## src/rtl/io_port_bank_if.sv

```systemverilog
// CPU-side I/O bus seen by the port bank: strobes, address and write data in, read data out.
// Master drives the cycle; slave (the port bank) returns registered read data.
interface io_port_bank_if;
  logic        ioreq;
  logic        rd;
  logic        wr;
  logic [15:0] a;
  logic [7:0]  d;
  logic [7:0]  d_out;
  logic        d_out_active;

  modport master (output ioreq, rd, wr, a, d, input d_out, d_out_active);
  modport slave  (input ioreq, rd, wr, a, d, output d_out, d_out_active);
endinterface

```

## src/rtl/io_port_bank.sv

```systemverilog
// Z80 I/O port bank: NCH address/mask decoded write registers with lock, sync and registered read.
// Latency: writes and reads take effect one clk28 edge after qualification; no backpressure, one write per bus cycle.
// IO_PORT_BANK_READBACK_EN: when defined, channels without ext_rd_en read back their own register.
module io_port_bank #(
  parameter int                  NCH       = 4,
  parameter logic [NCH*16-1:0]   MATCH     = {16'h1FFD, 16'hDFFD, 16'h7FFD, 16'h00FE},
  parameter logic [NCH*16-1:0]   MASK      = {16'hFFFF, 16'hFFFF, 16'h8002, 16'h0001},
  parameter logic [NCH*8-1:0]    RESET_VAL = '0,
  parameter logic [NCH-1:0]      LOCK_MASK = 4'b0010,
  parameter int                  LOCK_BIT  = 5,
  parameter logic [NCH-1:0]      SYNC_MASK = 4'b0001
) (
  input  logic               clk28,
  input  logic               rst_n,
  io_port_bank_if.slave      bus,
  input  logic [NCH-1:0]     en,
  input  logic               clkcpu_ck,
  input  logic [NCH-1:0]     ext_rd_en,
  input  logic [NCH*8-1:0]   ext_rd_data,
  input  logic [NCH-1:0]     unlock,
  output logic [NCH*8-1:0]   q,
  output logic [NCH-1:0]     wr_stb,
  output logic [NCH-1:0]     locked,
  output logic               collision
);

  logic [NCH-1:0] hit;
  logic [NCH-1:0] wq;
  logic [NCH-1:0] rd_hit;
  logic [NCH-1:0] done;
  logic [3:0]     nhit;
  logic [7:0]     rd_dat;
  logic           wr_cyc;
  // Cleared by reset, set once the bus has been seen idle: a write still held
  // across reset release must not be accepted.
  logic           wr_armed;

  assign wr_cyc = bus.ioreq && bus.wr;

  always_comb begin
    hit    = '0;
    wq     = '0;
    rd_hit = '0;
    nhit   = '0;
    rd_dat = '0;
    for (int i = 0; i < NCH; i++) begin
      hit[i] = en[i] && bus.ioreq &&
               (((bus.a ^ MATCH[16*i +: 16]) & MASK[16*i +: 16]) == 16'h0000);
      wq[i]  = hit[i] && bus.wr && !done[i] && wr_armed &&
               (!locked[i] || unlock[i]) && (!SYNC_MASK[i] || clkcpu_ck);
`ifdef IO_PORT_BANK_READBACK_EN
      rd_hit[i] = hit[i] && bus.rd;
`else
      rd_hit[i] = hit[i] && bus.rd && ext_rd_en[i];
`endif
      nhit = nhit + 4'(hit[i]);
    end
    // Descending scan so the lowest-index read hit wins.
    for (int i = NCH - 1; i >= 0; i--) begin
      if (rd_hit[i]) begin
`ifdef IO_PORT_BANK_READBACK_EN
        rd_dat = ext_rd_en[i] ? ext_rd_data[8*i +: 8] : q[8*i +: 8];
`else
        rd_dat = ext_rd_data[8*i +: 8];
`endif
      end
    end
  end

  always_ff @(posedge clk28 or negedge rst_n) begin
    if (!rst_n) begin
      q                <= RESET_VAL;
      wr_stb           <= '0;
      locked           <= '0;
      done             <= '0;
      wr_armed         <= 1'b0;
      bus.d_out        <= 8'h00;
      bus.d_out_active <= 1'b0;
      collision        <= 1'b0;
    end else begin
      wr_stb <= wq;
      if (!wr_cyc) wr_armed <= 1'b1;
      for (int i = 0; i < NCH; i++) begin
        if (wq[i]) begin
          q[8*i +: 8] <= bus.d;
          done[i]     <= 1'b1;
        end else if (!wr_cyc) begin
          done[i] <= 1'b0;
        end
        // An accepted write outranks a simultaneous unlock.
        if (!LOCK_MASK[i])   locked[i] <= 1'b0;
        else if (wq[i])      locked[i] <= bus.d[LOCK_BIT];
        else if (unlock[i])  locked[i] <= 1'b0;
      end
      bus.d_out_active <= |rd_hit;
      if (|rd_hit) bus.d_out <= rd_dat;
      if (bus.ioreq && (bus.rd || bus.wr) && (nhit >= 4'd2)) collision <= 1'b1;
    end
  end

endmodule

```

## src/flat_wrapper.sv

```systemverilog
// flat-port wrapper written by rule: the top's interface ports become plain ports
module io_port_bank_flat 
#(
  parameter int                  NCH       = 4,
  parameter logic [NCH*16-1:0]   MATCH     = {16'h1FFD, 16'hDFFD, 16'h7FFD, 16'h00FE},
  parameter logic [NCH*16-1:0]   MASK      = {16'hFFFF, 16'hFFFF, 16'h8002, 16'h0001},
  parameter logic [NCH*8-1:0]    RESET_VAL = '0,
  parameter logic [NCH-1:0]      LOCK_MASK = 4'b0010,
  parameter int                  LOCK_BIT  = 5,
  parameter logic [NCH-1:0]      SYNC_MASK = 4'b0001
)
  (clk28, rst_n, en, clkcpu_ck, ext_rd_en, ext_rd_data, unlock, q, wr_stb, locked, collision, bus_ioreq, bus_rd, bus_wr, bus_a, bus_d, bus_d_out, bus_d_out_active);
  io_port_bank_if bus_i ();
  input  logic clk28;
  input  logic rst_n;
  input  logic [NCH-1:0] en;
  input  logic clkcpu_ck;
  input  logic [NCH-1:0] ext_rd_en;
  input  logic [NCH*8-1:0] ext_rd_data;
  input  logic [NCH-1:0] unlock;
  output logic [NCH*8-1:0] q;
  output logic [NCH-1:0] wr_stb;
  output logic [NCH-1:0] locked;
  output logic collision;
  input wire logic [$bits(bus_i.ioreq)-1:0] bus_ioreq;
  input wire logic [$bits(bus_i.rd)-1:0] bus_rd;
  input wire logic [$bits(bus_i.wr)-1:0] bus_wr;
  input wire logic [$bits(bus_i.a)-1:0] bus_a;
  input wire logic [$bits(bus_i.d)-1:0] bus_d;
  output wire logic [$bits(bus_i.d_out)-1:0] bus_d_out;
  output wire logic [$bits(bus_i.d_out_active)-1:0] bus_d_out_active;
  assign bus_i.ioreq = bus_ioreq;
  assign bus_i.rd = bus_rd;
  assign bus_i.wr = bus_wr;
  assign bus_i.a = bus_a;
  assign bus_i.d = bus_d;
  assign bus_d_out = bus_i.d_out;
  assign bus_d_out_active = bus_i.d_out_active;
  io_port_bank #(.NCH(NCH), .MATCH(MATCH), .MASK(MASK), .RESET_VAL(RESET_VAL), .LOCK_MASK(LOCK_MASK), .LOCK_BIT(LOCK_BIT), .SYNC_MASK(SYNC_MASK)) u_core (.clk28(clk28), .rst_n(rst_n), .bus(bus_i), .en(en), .clkcpu_ck(clkcpu_ck), .ext_rd_en(ext_rd_en), .ext_rd_data(ext_rd_data), .unlock(unlock), .q(q), .wr_stb(wr_stb), .locked(locked), .collision(collision));
endmodule
```

## config.mk

```make
export PLATFORM = sky130hd
export DESIGN_NAME = io_port_bank_flat
export DESIGN_NICKNAME = d
export VERILOG_FILES = /design/src/rtl/io_port_bank_if.sv /design/src/rtl/io_port_bank.sv /design/src/flat_wrapper.sv
export SDC_FILE = /design/constraint.sdc
export NUM_CORES = 1
export LEC_CHECK = 0
export BUFFER_PORTS_ARGS = -buffer_cell sky130_fd_sc_hd__buf_2
export CORE_AREA = 10 10 89 91
export DETAILED_ROUTE_END_ITERATION = 8
export DIE_AREA = 0 0 99 101
export HOLD_SLACK_MARGIN = 0.06
export PLACE_DENSITY = 0.76
export SLEW_MARGIN = 20
export SYNTH_ARGS = -nofsm -noshare
export SYNTH_HDL_FRONTEND = slang
export SYNTH_SLANG_ARGS = --single-unit
```

## constraint.sdc

```tcl
create_clock -name clk28 -period 1.5 [get_ports clk28]
set_clock_uncertainty 0.1 [all_clocks]
set_input_delay 0.225 -clock clk28 [delete_from_list [all_inputs] [get_ports clk28]]
set_output_delay 0.225 -clock clk28 [all_outputs]
set_load 0.01 [all_outputs]
```

## Word level (Yosys, flattened, before mapping)

Cells that the tools add are included.

| word-level totals | value |
|---|---|
| logic and storage cells | 81 |
| flip-flop bits (word level) | 52 |
| output and inout bits | 50 |
| input bits | 74 |

| cells by class | value |
|---|---|
| reductions and logical operators | 46 |
| muxes and demuxes | 11 |
| magnitude comparators | 1 |
| equality and inequality tests | 4 |
| bitwise logic cells | 2 |
| $add $sub $neg | 3 |

Operators by type and width:

| kind | count |
|---|---|
| 16-bit logical NOT | 4 |
| 1-bit logical AND | 33 |
| 8-bit two-way mux | 4 |
| 14-bit NOT | 1 |
| 12-bit NOT | 1 |
| 4-bit by 1-bit adder with 4-bit output | 2 |
| 2-bit by 1-bit inequality test with 1-bit output (second input constant) | 4 |
| 1-bit two-way mux | 7 |
| 1-bit logical NOT | 5 |
| 4-bit by 2-bit greater-or-equal comparator with 1-bit output (second input constant) | 1 |
| 4-bit OR reduction | 1 |
| 1-bit by 1-bit adder with 2-bit output | 1 |
| 1-bit logical OR | 2 |
| 2-bit nonzero test | 1 |

## Longest topological paths before layout

Gate-level depths: netlist of the first run.

| depth | value |
|---|---|
| word-level depth | 9 |
| depth in mapped cells | 7 |
| gate-level depth less buffers | 6 |

## Least setup slack after synthesis of the first run

No wires, ideal clock.

| timing | value |
|---|---|
| path type | input to register |
| start | input port bus_a[1] |
| end | register u_core.collision |
| data arrival time | 1.685 ns |
| path slack | -0.412 ns |
| stages | 7 |
| buffers on the path | 1 |
| required time | 1.273 ns |
| library setup time | 0.127 ns |
| path through | nand4bb_1 -> nor4_4 -> buf_4 -> and2_2 -> ha_1 -> a311oi_1 -> o21bai_1 |

| between the ends | value |
|---|---|
| word-level cells in the longest chain between the ends | 7 |
| elaborated cells on any way between the ends | 11 |
| classes of those cells | add/sub: 3; order compare: 1; reduce/logical: 7 |

RTL lines:

| what | RTL line | RTL |
|---|---|---|
| start: declaration | flat_wrapper.sv:28 | `input wire logic [$bits(bus_i.a)-1:0] bus_a;` |
| 16-bit logical NOT | io_port_bank.sv:48 | `(((bus.a ^ MATCH[16*i +: 16]) & MASK[16*i +: 16]) == 16'h0000);` |
| 1-bit logical AND | io_port_bank.sv:47 | `hit[i] = en[i] && bus.ioreq &&` |
| 1-bit by 1-bit adder with 2-bit output | io_port_bank.sv:56 | `nhit = nhit + 4'(hit[i]);` |
| 4-bit by 1-bit adder with 4-bit output | io_port_bank.sv:56 |  |
| 4-bit by 1-bit adder with 4-bit output * | io_port_bank.sv:56 |  |
| 4-bit by 2-bit greater-or-equal comparator with 1-bit output * | io_port_bank.sv:97 | `if (bus.ioreq && (bus.rd \|\| bus.wr) && (nhit >= 4'd2)) collision <= 1'b1;` |
| 1-bit logical AND * | io_port_bank.sv:97 |  |
| end signal: assignment | io_port_bank.sv:79 | `collision <= 1'b0;` |
| end signal: assignment | io_port_bank.sv:97 |  |
| end: declaration | io_port_bank.sv:24 | `output logic collision` |

Every way passes the cells marked *; elsewhere a longest branch is shown, timed or not.
A chain may end at the register's enable or synchronous reset.

## Worst setup path after layout of the first run

| timing | value |
|---|---|
| start | input port bus_ioreq |
| end | register u_core.collision |

| between the ends | value |
|---|---|
| word-level cells in the longest chain between the ends | 7 |
| elaborated cells on any way between the ends | 14 |
| classes of those cells | add/sub: 3; order compare: 1; reduce/logical: 10 |

RTL lines:

| what | RTL line | RTL |
|---|---|---|
| start: declaration | flat_wrapper.sv:25 | `input wire logic [$bits(bus_i.ioreq)-1:0] bus_ioreq;` |
| 1-bit logical AND (2 in series) | io_port_bank.sv:47 |  |
| 1-bit by 1-bit adder with 2-bit output | io_port_bank.sv:56 |  |
| 4-bit by 1-bit adder with 4-bit output (2 in series) | io_port_bank.sv:56 |  |
| 4-bit by 2-bit greater-or-equal comparator with 1-bit output | io_port_bank.sv:97 |  |
| 1-bit logical AND * | io_port_bank.sv:97 |  |

Marks and branches as above.

==> results of run 1 <==
-- where the power goes --
part / switching [uW] / internal (uW) / total, uW
clock: 460 / 505 / 965
combinational: 345 / 387 / 732
sequential: 91.4 / 1570 / 1660
-- sequential cells by signal, indices dropped and copies added, names as in the netlist --
register                 count
u_core.q                    32
u_core.bus.d_out             8
u_core.done                  4
u_core.wr_stb                4
u_core.bus.d_out_active      1
u_core.collision             1
u_core.locked                1
u_core.wr_armed              1
-- timing repair --
action / 4_1_cts / 5_1_grt
pin swaps: 0 / 4
hold buffers: 2 / 0
setup buffers: 0 / 2
endpoints found under the setup margin: 1 / 21
endpoints found under the hold margin: 53 / 0
cloned: 0 / 1
resized for setup: 1 / 9
-- kinds of logic after synthesis --
logic type	count (synthesis)	share of synthesized area, %
AOI/OAI and AO/OA	31	11.0
DFF	52	51.0
muxes	40	17.3
buffers and inverters	18	4.41
adders and majority gates	2	0.981
and+or+nand+nor	51	15.2
other	1	0.147
-- per-stage QoR --
| step | hold slack [ns] | cell area, um^2 | total power, uW | setup TNS, ns | cells |
|---|---|---|---|---|---|
| 2_1_floorplan | -0.171 | 2640 | 2020 | -1.95 | 197 |
| 3_3_place_gp | 0.135 | 3410 | 2400 | -7.80 | 393 |
| 3_5_place_dp | 0.142 | 3410 | 2420 | -9.34 | 393 |
| 4_1_cts | 0.0882 | 3550 | 3390 | 0 | 403 |
| 5_1_grt | 0.0887 | 3590 | 3520 | -0.115 | 406 |
| 6_report | 0.0948 | 3590 | 3360 | 0 | 406 |
-- layer usage --
metal  up-vias  global-route usage, %  share of wire, %
li1       1009                      -                 -
met1      1070                   15.9                40
met2        60                   26.3                54
met3         6                   4.18               4.5
met4         0                   5.07               1.1
met5         -                      0                 0
-- synthesized netlist by cell type (all sizes together) --
| cell type | n | area [um^2] |
|---|---|---|
| a211oi | 8 | 65.1 |
| and2 | 5 | 33.8 |
| a311oi | 1 | 8.76 |
| or3 | 1 | 6.26 |
| nor2b | 1 | 6.26 |
| nor2 | 3 | 11.3 |
| dfrtp | 52 | 1300 |
| and3 | 9 | 56.3 |
| a31o | 2 | 17.5 |
| a2111oi | 8 | 76.3 |
| and4bb | 2 | 25.0 |
| mux2i | 8 | 80.1 |
| buf | 14 | 96.3 |
| nand2b | 1 | 6.26 |
| a21bo | 1 | 10.0 |
| nor4 | 1 | 21.3 |
| nand3 | 3 | 15.0 |
| nand4bb | 2 | 22.5 |
| nand3b | 9 | 67.6 |
| mux2 | 32 | 360 |
| ha | 2 | 25.0 |
| and3b | 1 | 12.5 |
| conb | 1 | 3.75 |
| o22ai | 1 | 20.0 |
| inv | 2 | 7.51 |
| clkbuf | 2 | 8.75 |
| and4 | 2 | 17.5 |
| a221oi | 8 | 70.1 |
| o21ai | 1 | 5.00 |
| nand4 | 6 | 67.6 |
| nand2 | 5 | 18.8 |
| o21bai | 1 | 7.51 |
-- worst max-delay path, cell delays in order --
cell and delay (ns):
buf_2 0.13, and4bb_2 0.28, ha_1 0.34, ha_4 0.25, a311oi_2 0.22, o21bai_1 0.09
-- worst paths after layout --
check,to,slack (ns),cells past startpoint
min in group asynchronous,u_core.q[11]$_DFFE_PN0P_,0.32,3
hold / removal,u_core.q[15]$_DFFE_PN0P_,0.09,2
setup / recovery,u_core.collision$_DFFE_PN0P_,0.04,6
hold reg to reg,u_core.collision$_DFFE_PN0P_,0.40,1
setup reg to reg,u_core.q[8]$_DFFE_PN0P_,0.07,5
max in group asynchronous,u_core.collision$_DFFE_PN0P_,0.73,3
-- layout make-up --
cell class,count,area [um^2]
clock buffers,6,72.6
clock inverters,2,38.8
fillers,523,2620
inverters,2,7.51
multi-input cells,127,1240
flip-flops and latches,52,1300
well taps,77,96.3
repair buffers,140,830
==> flow_summary.ini, run 1 <==
[clocking]
clockRootBuffer = clkbuf_8
cts_buffers = 5
htreeDepth = 2
numClockSinks = 52
clk_pin_slew_ns = 0.10
clk_latency_ns = 0.29
cts_tree = built
clock_path_buffers = 2

[sta]
final-max-slew-violation-count = 0
slew_headroom_pct = 67.6
period_needed_ns = 1.46
finalSetupViolations = 0
max_freq_mhz = 683
fin_ws_ns = 0.0363
final.period_utilization_pct = 97.6
worst_pin_slew_ns = 0.474
rsz0062_at_grt = true
hold_violations = 0

[placement]
place_hpwl_um = 6130
pre_cts_ws_ns = -0.305
port_buffers = 117
gp_congestion = 0.832

[global_route]
grt_pass1_vias = 2489
antenna_found_initial = 0
grt_max_degree = 53
grt-ovfl-total = 0
grt.total_usage_pct = 14.6
grt_pass1_wl_um = 12200

[routing]
wl_per_cell_um = 18.9
wl_um = 7660
post_drt_via_cell_ratio = 5.28
drtPass1Iterations = 6
num_vias = 2145
ant_nets = 0
drc = 0
first_iter_violations = 66

[min_path]
min_path_type = input pin to flop
hp-start = bus_d[7]

[layout]
mostFrequentLayoutCell = buf_2
fin_util_pct = 57.8
drive_above_1_share_pct = 61.1
final_cell_mix = buf_2, dfrtp_1, mux2_2
num-nets-final = 404
syn_to_final_growth_pct = 40.6
antenna_cells = 0

[yosys]
ys_seq_area_share_pct = 51.0
synth_area_mm2 = 0.00255
ys_ff_latch = 52
ys_types = 40
ys_warn_count = 0
syn_inst = 195
avgSynthCellArea_um2 = 13.1

[critical_path]
cp.arrival_ns = 1.55
r2r_start = u_core.locked[1]$_DFFE_PN0P_
critPathKind = input pin to flop
critPathLaunch = bus_ioreq
startpoint_type = input pin
critPathCaptureType = flop
worstPathMaxFanout = 7
worstPathRequired_ns = 1.58

[floorplan]
rows = 29
ioPinCount = 124
core_area_mm2 = 0.00620
die_x_um = 99
die_y_um = 101
initial_core_util_pct = 41.1
dieArea_mm2 = 0.0100

[run_status]
outcome = complete, no violations

[power]
powerDensity_mw_per_mm2 = 936
vdd_drop_max_uv = 484
p_leak_uw = 0.00190

[flow_run]
maxCapViolCount = 0
(Power assumes the default switching activity.)
==> inputs of run 2 (changes only) <==
Settings changed: CORE_AREA 10 10 89 91 to 2 2 81 83, DIE_AREA 0 0 99 101 to 0 0 83 85, SETUP_SLACK_MARGIN set to 0.05.
==> run 2 against run 1 <==
Against the previous run:
- design area rose by 5.7%
- first-iteration DRC count rose by 23%
- global-route usage rose by 4.2 points
- utilization rose by 3.3 points
- worst setup slack got worse by 0.013 ns
- via count rose by 4.8%
- fmax fell by 0.91%
- sequential share of layout area fell by 1.9 points
- critical path depth did not move
- clock power rose by 2%
- largest cell class is now multi-input combinational cells
==> flow_summary.ini, run 2 (synthesis results as in run 1) <==
[run_status]
outcome = complete, no violations

[power]
total_power_uw = 3450
p_int_uw = 2510
pwr-share-clk_pct = 28.5
p_leak_uw = 0.00200
vdd_drop_max_uv = 473
p_sw_share_pct = 27.2
seq_power_share_pct = 48.6
powerDensity_mw_per_mm2 = 910
combPwrFrac_pct = 22.9
p_switching_uw = 938

[critical_path]
crit_slowest_cell = and4bb_2
worstPathRequired_ns = 1.59
startpoint_type = input pin
critPathTopFamily = adder cells
worstPathMaxFanout = 4
critPathCaptureType = flop
cp_cell_sequence = buf_2, and4bb_2, ha_1, ha_4, a311oi_2, o21bai_1
slowest_delay_ns = 0.36
path_buf_inv = 1
cp_num_cells = 6
reg2reg_depth = 5
critPathKind = input pin to flop
cp.arrival_ns = 1.57

[floorplan]
core_area_mm2 = 0.00620
die_y_um = 85
initial_core_util_pct = 41.1
die_x_um = 83
rows = 29
dieArea_mm2 = 0.00706
ioPinCount = 124

[global_route]
grt.total_usage_pct = 18.8
use_met2_pct = 33.8
grt_max_degree = 53
use_met3_pct = 2.72
grt-ovfl-total = 0
antenna_found_initial = 0
busiest_layer = met2
grt_pass1_wl_um = 10800
grt_pass1_vias = 2264
gr-usage-met1_pct = 23.1

[placement]
place_hpwl_um = 5150
gp_congestion = 0.836
port_buffers = 117

[sta]
fin_setup_tns_ns = 0
finalSetupViolations = 0
max_freq_mhz = 677
final-max-slew-violation-count = 0
hold_violations = 0
final.period_utilization_pct = 98.5
period_needed_ns = 1.48
rsz0062_at_grt = true

[clocking]
clockRootBuffer = clkbuf_8
cts_tree = built
clk_pin_slew_ns = 0.10
cts_buffers = 5
clk_latency_ns = 0.30
clock_path_buffers = 2
numClockSinks = 52
htreeDepth = 2

[layout]
drive_above_1_share_pct = 64.7
syn_to_final_growth_pct = 48.6
antenna_cells = 0
mostFrequentLayoutCell = buf_2
regMostFlops = u_core.q
fillers = 535
largest_reg_flops = 32
num-nets-final = 415
fin_util_pct = 61.1
final_cell_mix = buf_2, dfrtp_1, buf_4
reg_top3 = u_core.q: 32 flops, u_core.bus.d_out: 8 flops

[routing]
num_vias = 2247
wl_per_cell_um = 17.4
post_drt_via_cell_ratio = 5.39
drtPass1Iterations = 4
first_iter_violations = 81
wl_um = 7260
drc = 0
ant_nets = 0

[min_path]
min_path_cells = 2
min_path_type = input pin to flop

[flow_run]
maxCapViolCount = 0
[run 2: changes by cell type in the layout (fill, tap and decap cells not counted), sizes merged]
cell / change
buf: +9
clkbuf: +1
nand4: +1
[run 2: worst paths after layout]
path | slack, ns | start | end
worst min register to register | 0.40 | u_core.collision$_DFFE_PN0P_ | u_core.collision$_DFFE_PN0P_
worst max-delay path | 0.02 | bus_a[15] | u_core.collision$_DFFE_PN0P_
min in group asynchronous | 0.36 | rst_n | u_core.q[14]$_DFFE_PN0P_
worst max register to register | 0.03 | u_core.locked[1]$_DFFE_PN0P_ | u_core.q[8]$_DFFE_PN0P_
max in group asynchronous | 0.70 | rst_n | u_core.q[0]$_DFFE_PN0P_
worst min-delay path | 0.1 | bus_d[4] | u_core.q[12]$_DFFE_PN0P_
[run 2: area by class of cell]
type | instances | area [um^2] | share of cell area (%)
Clock buffer | 6 | 72.6 | 1.91
Clock inverter | 2 | 38.8 | 1.02
Multi-Input combinational cell | 128 | 1340 | 35.4
Timing Repair Buffer | 150 | 932 | 24.6
Sequential cell | 52 | 1300 | 34.3
Inverter | 2 | 7.51 | 0.198
Tap cell | 77 | 96.3 | 2.54
[run 2: through the flow]
step / hold WS (ns) / setup slack (ns) / cell area (um^2) / cells
5_1_grt: 0.0854 / -0.0341 / 3790 / 417
2_1_floorplan: -0.171 / -0.379 / 2650 / 197
3_5_place_dp: 0.141 / -0.356 / 3410 / 396
3_3_place_gp: 0.136 / -0.266 / 3410 / 396
4_1_cts: 0.0804 / 0.0341 / 3560 / 407
6_report: 0.0990 / 0.0228 / 3790 / 417
[run 2: per-layer routing]
metal  wire length (um)  vias up  part of all wire, %
li1                   -     1041                    -
met1               3150     1123                   43
met2               3710       69                   51
met3                257       14                  3.5
met4                148        0                  2.0
met5                  0        -                    0
[run 2: worst register-to-register path: stages (launching register included)]
cell      delay [ns]
dfrtp_1         0.40
nand2b_1        0.10
nand4_1         0.09
nor2_2          0.17
buf_4           0.17
mux2_2          0.32
[run 2: power groups by stage]
stage	logic (uW)	registers [uW]	clock network (uW)
after global routing	849	1690	1050
after global placement	700	1680	0
after detailed placement	721	1690	0
after CTS	728	1660	995
final	788	1680	984
after floorplan	266	1760	0
[run 2: timing repair]
| item | in CTS | in global routing |
|---|---|---|
| resized for setup | 4 | 32 |
| setup endpoints to repair | 11 | 41 |
| hold buffers | 2 | 0 |
| buffers inserted | 1 | 8 |
| gates cloned | 0 | 2 |
| hold endpoints to repair | 53 | 0 |
| pin swaps | 2 | 3 |
==> inputs of run 3 (changes only) <==
Settings changed: REMOVE_ABC_BUFFERS set to 1.
==> run 3 against run 2 <==
Against the previous run:
- cell count is 2.4% lower
- sequential power is essentially flat
- design area fell by 4.3%
- utilization decreased by 2.6 points
- die area unchanged
- critical path depth fell by 2
- fmax is 0.16% lower
- largest cell class unchanged
- sequential share of layout area grew 1.5 points
- register-to-register slack about the same
- largest power group unchanged
==> flow_summary.ini, run 3 (synthesis results as in run 1) <==
[routing]
wl_per_cell_um = 17.0
num_vias = 2187
ant_nets = 0
drc = 0
first_iter_violations = 106
post_drt_via_cell_ratio = 5.37
drtPass1Iterations = 4
wl_um = 6930

[placement]
port_buffers = 117
place_area_mm2 = 0.00329
gp_congestion = 0.903
place_hpwl_um = 4870
placed_cells = 392

[floorplan]
dieArea_mm2 = 0.00706
die_x_um = 83
core_area_mm2 = 0.00620
die_y_um = 85
rows = 29
ioPinCount = 124
initial_core_util_pct = 41.1

[layout]
drive_above_1_share_pct = 63.3
syn_to_final_growth_pct = 42.2
final_cell_mix = buf_2, dfrtp_1, mux2_2
fin_area_mm2 = 0.00363
num-nets-final = 405
mostFrequentLayoutCell = buf_2
regMostFlops = u_core.q
largest_reg_flops = 32
reg_top3 = u_core.q: 32 flops, u_core.bus.d_out: 8 flops
instances_no_fill = 407
antenna_cells = 0
fin_util_pct = 58.5

[global_route]
use_met2_pct = 30.7
grt_pass1_vias = 2057
use_met3_pct = 2.72
grt_max_degree = 53
antenna_found_initial = 0
grt.total_usage_pct = 17.5
busiest_layer = met2
grt-ovfl-total = 0
grt_pass1_wl_um = 10100
gr-usage-met1_pct = 22.5

[sta]
final.period_utilization_pct = 98.6
final-max-slew-violation-count = 0
finalSetupViolations = 0
fin_setup_tns_ns = 0
max_freq_mhz = 676
hold_violations = 0
rsz0062_at_grt = true
period_needed_ns = 1.48

[clocking]
numClockSinks = 52
clockRootBuffer = clkbuf_8
cts_tree = built
clock_path_buffers = 2
clk_latency_ns = 0.30
cts_buffers = 5
htreeDepth = 2
clk_pin_slew_ns = 0.10

[power]
p_switching_uw = 919
combPwrFrac_pct = 23.2
total_power_uw = 3220
p_int_uw = 2300
seq_power_share_pct = 51.6
p_leak_uw = 0.00188
powerDensity_mw_per_mm2 = 886
p_sw_share_pct = 28.6
vdd_drop_max_uv = 542
pwr-share-clk_pct = 25.1

[min_path]
min_path_type = input pin to flop

[flow_run]
maxCapViolCount = 0

[critical_path]
path_buf_inv = 1
worstPathRequired_ns = 1.59
cp_cell_sequence = nor2b_1, and4_2, clkbuf_16, mux2_2
critPathTopFamily = simple AND/OR/NAND/NOR gates
critPathCaptureType = flop
crit_slowest_cell = dfrtp_1
cp.arrival_ns = 1.57
slowest_delay_ns = 0.39
worstPathMaxFanout = 5
critPathKind = flop to flop
startpoint_type = flop

[run_status]
outcome = complete, no violations
==> run 3: changes by cell type in the layout (fill, tap and decap cells not counted), sizes merged <==
cell / delta
buf: -10
clkinv: +2
bufinv: -1
clkbuf: -1
dlygate4sd3: -1
nand4: +1
==> run 3: routing by layer <==
layer | wire [um] | vias to the layer above
li1 | - | 1019
met1 | 2910 | 1092
met2 | 3640 | 66
met3 | 242 | 10
met4 | 132 | 0
met5 | 0 | -
==> run 3: repair_timing <==
item,4_1_cts,5_1_grt
setup endpoints to repair,23,39
gates cloned,0,3
endpoints found under the hold margin,52,0
setup buffers,0,3
pin swaps,3,5
hold buffers,1,0
gates resized for setup,4,32
==> run 3: final timing paths <==
kind,startpoint,endpoint,slack [ns],depth (start not counted)
worst min-delay path,bus_d[1],u_core.q[1]$_DFFE_PN0P_,0.09,2
max in group asynchronous,rst_n,u_core.bus.d_out[1]$_DFFE_PN0P_,0.72,3
min in group asynchronous,rst_n,u_core.wr_stb[1]$_DFF_PN0_,0.34,3
worst max register to register,u_core.done[0]$_DFFE_PN0P_,u_core.q[4]$_DFFE_PN0P_,0.02,4
worst max-delay path,u_core.done[0]$_DFFE_PN0P_,u_core.q[4]$_DFFE_PN0P_,0.02,4
worst min register to register,u_core.collision$_DFFE_PN0P_,u_core.collision$_DFFE_PN0P_,0.40,1
==> run 3: power by group through the flow <==
| stage | sequential (uW) | combinational [uW] | clock (uW) |
|---|---|---|---|
| final | 1660 | 747 | 809 |
| after global routing | 1680 | 807 | 894 |
| after CTS | 1650 | 689 | 839 |
| after detailed placement | 1680 | 683 | 0 |
| after global placement | 1670 | 669 | 0 |
| after floorplan | 1760 | 214 | 0 |
==> run 3: per-stage QoR <==
stage | hold WS (ns) | setup WS (ns)
2_1_floorplan | -0.171 | -0.492
3_3_place_gp | 0.134 | -0.324
3_5_place_dp | 0.139 | -0.398
4_1_cts | 0.0839 | 0.0488
5_1_grt | 0.0950 | -0.0292
6_report | 0.0923 | 0.0205
==> run 3: cell type report <==
class	instances	area (um^2)
clock buffers	5	68.8
clock inverters	3	22.5
fillers	508	2580
inverters	2	7.51
multi-input cells	129	1300
flip-flops and latches	52	1300
well taps	77	96.3
repair buffers	139	830
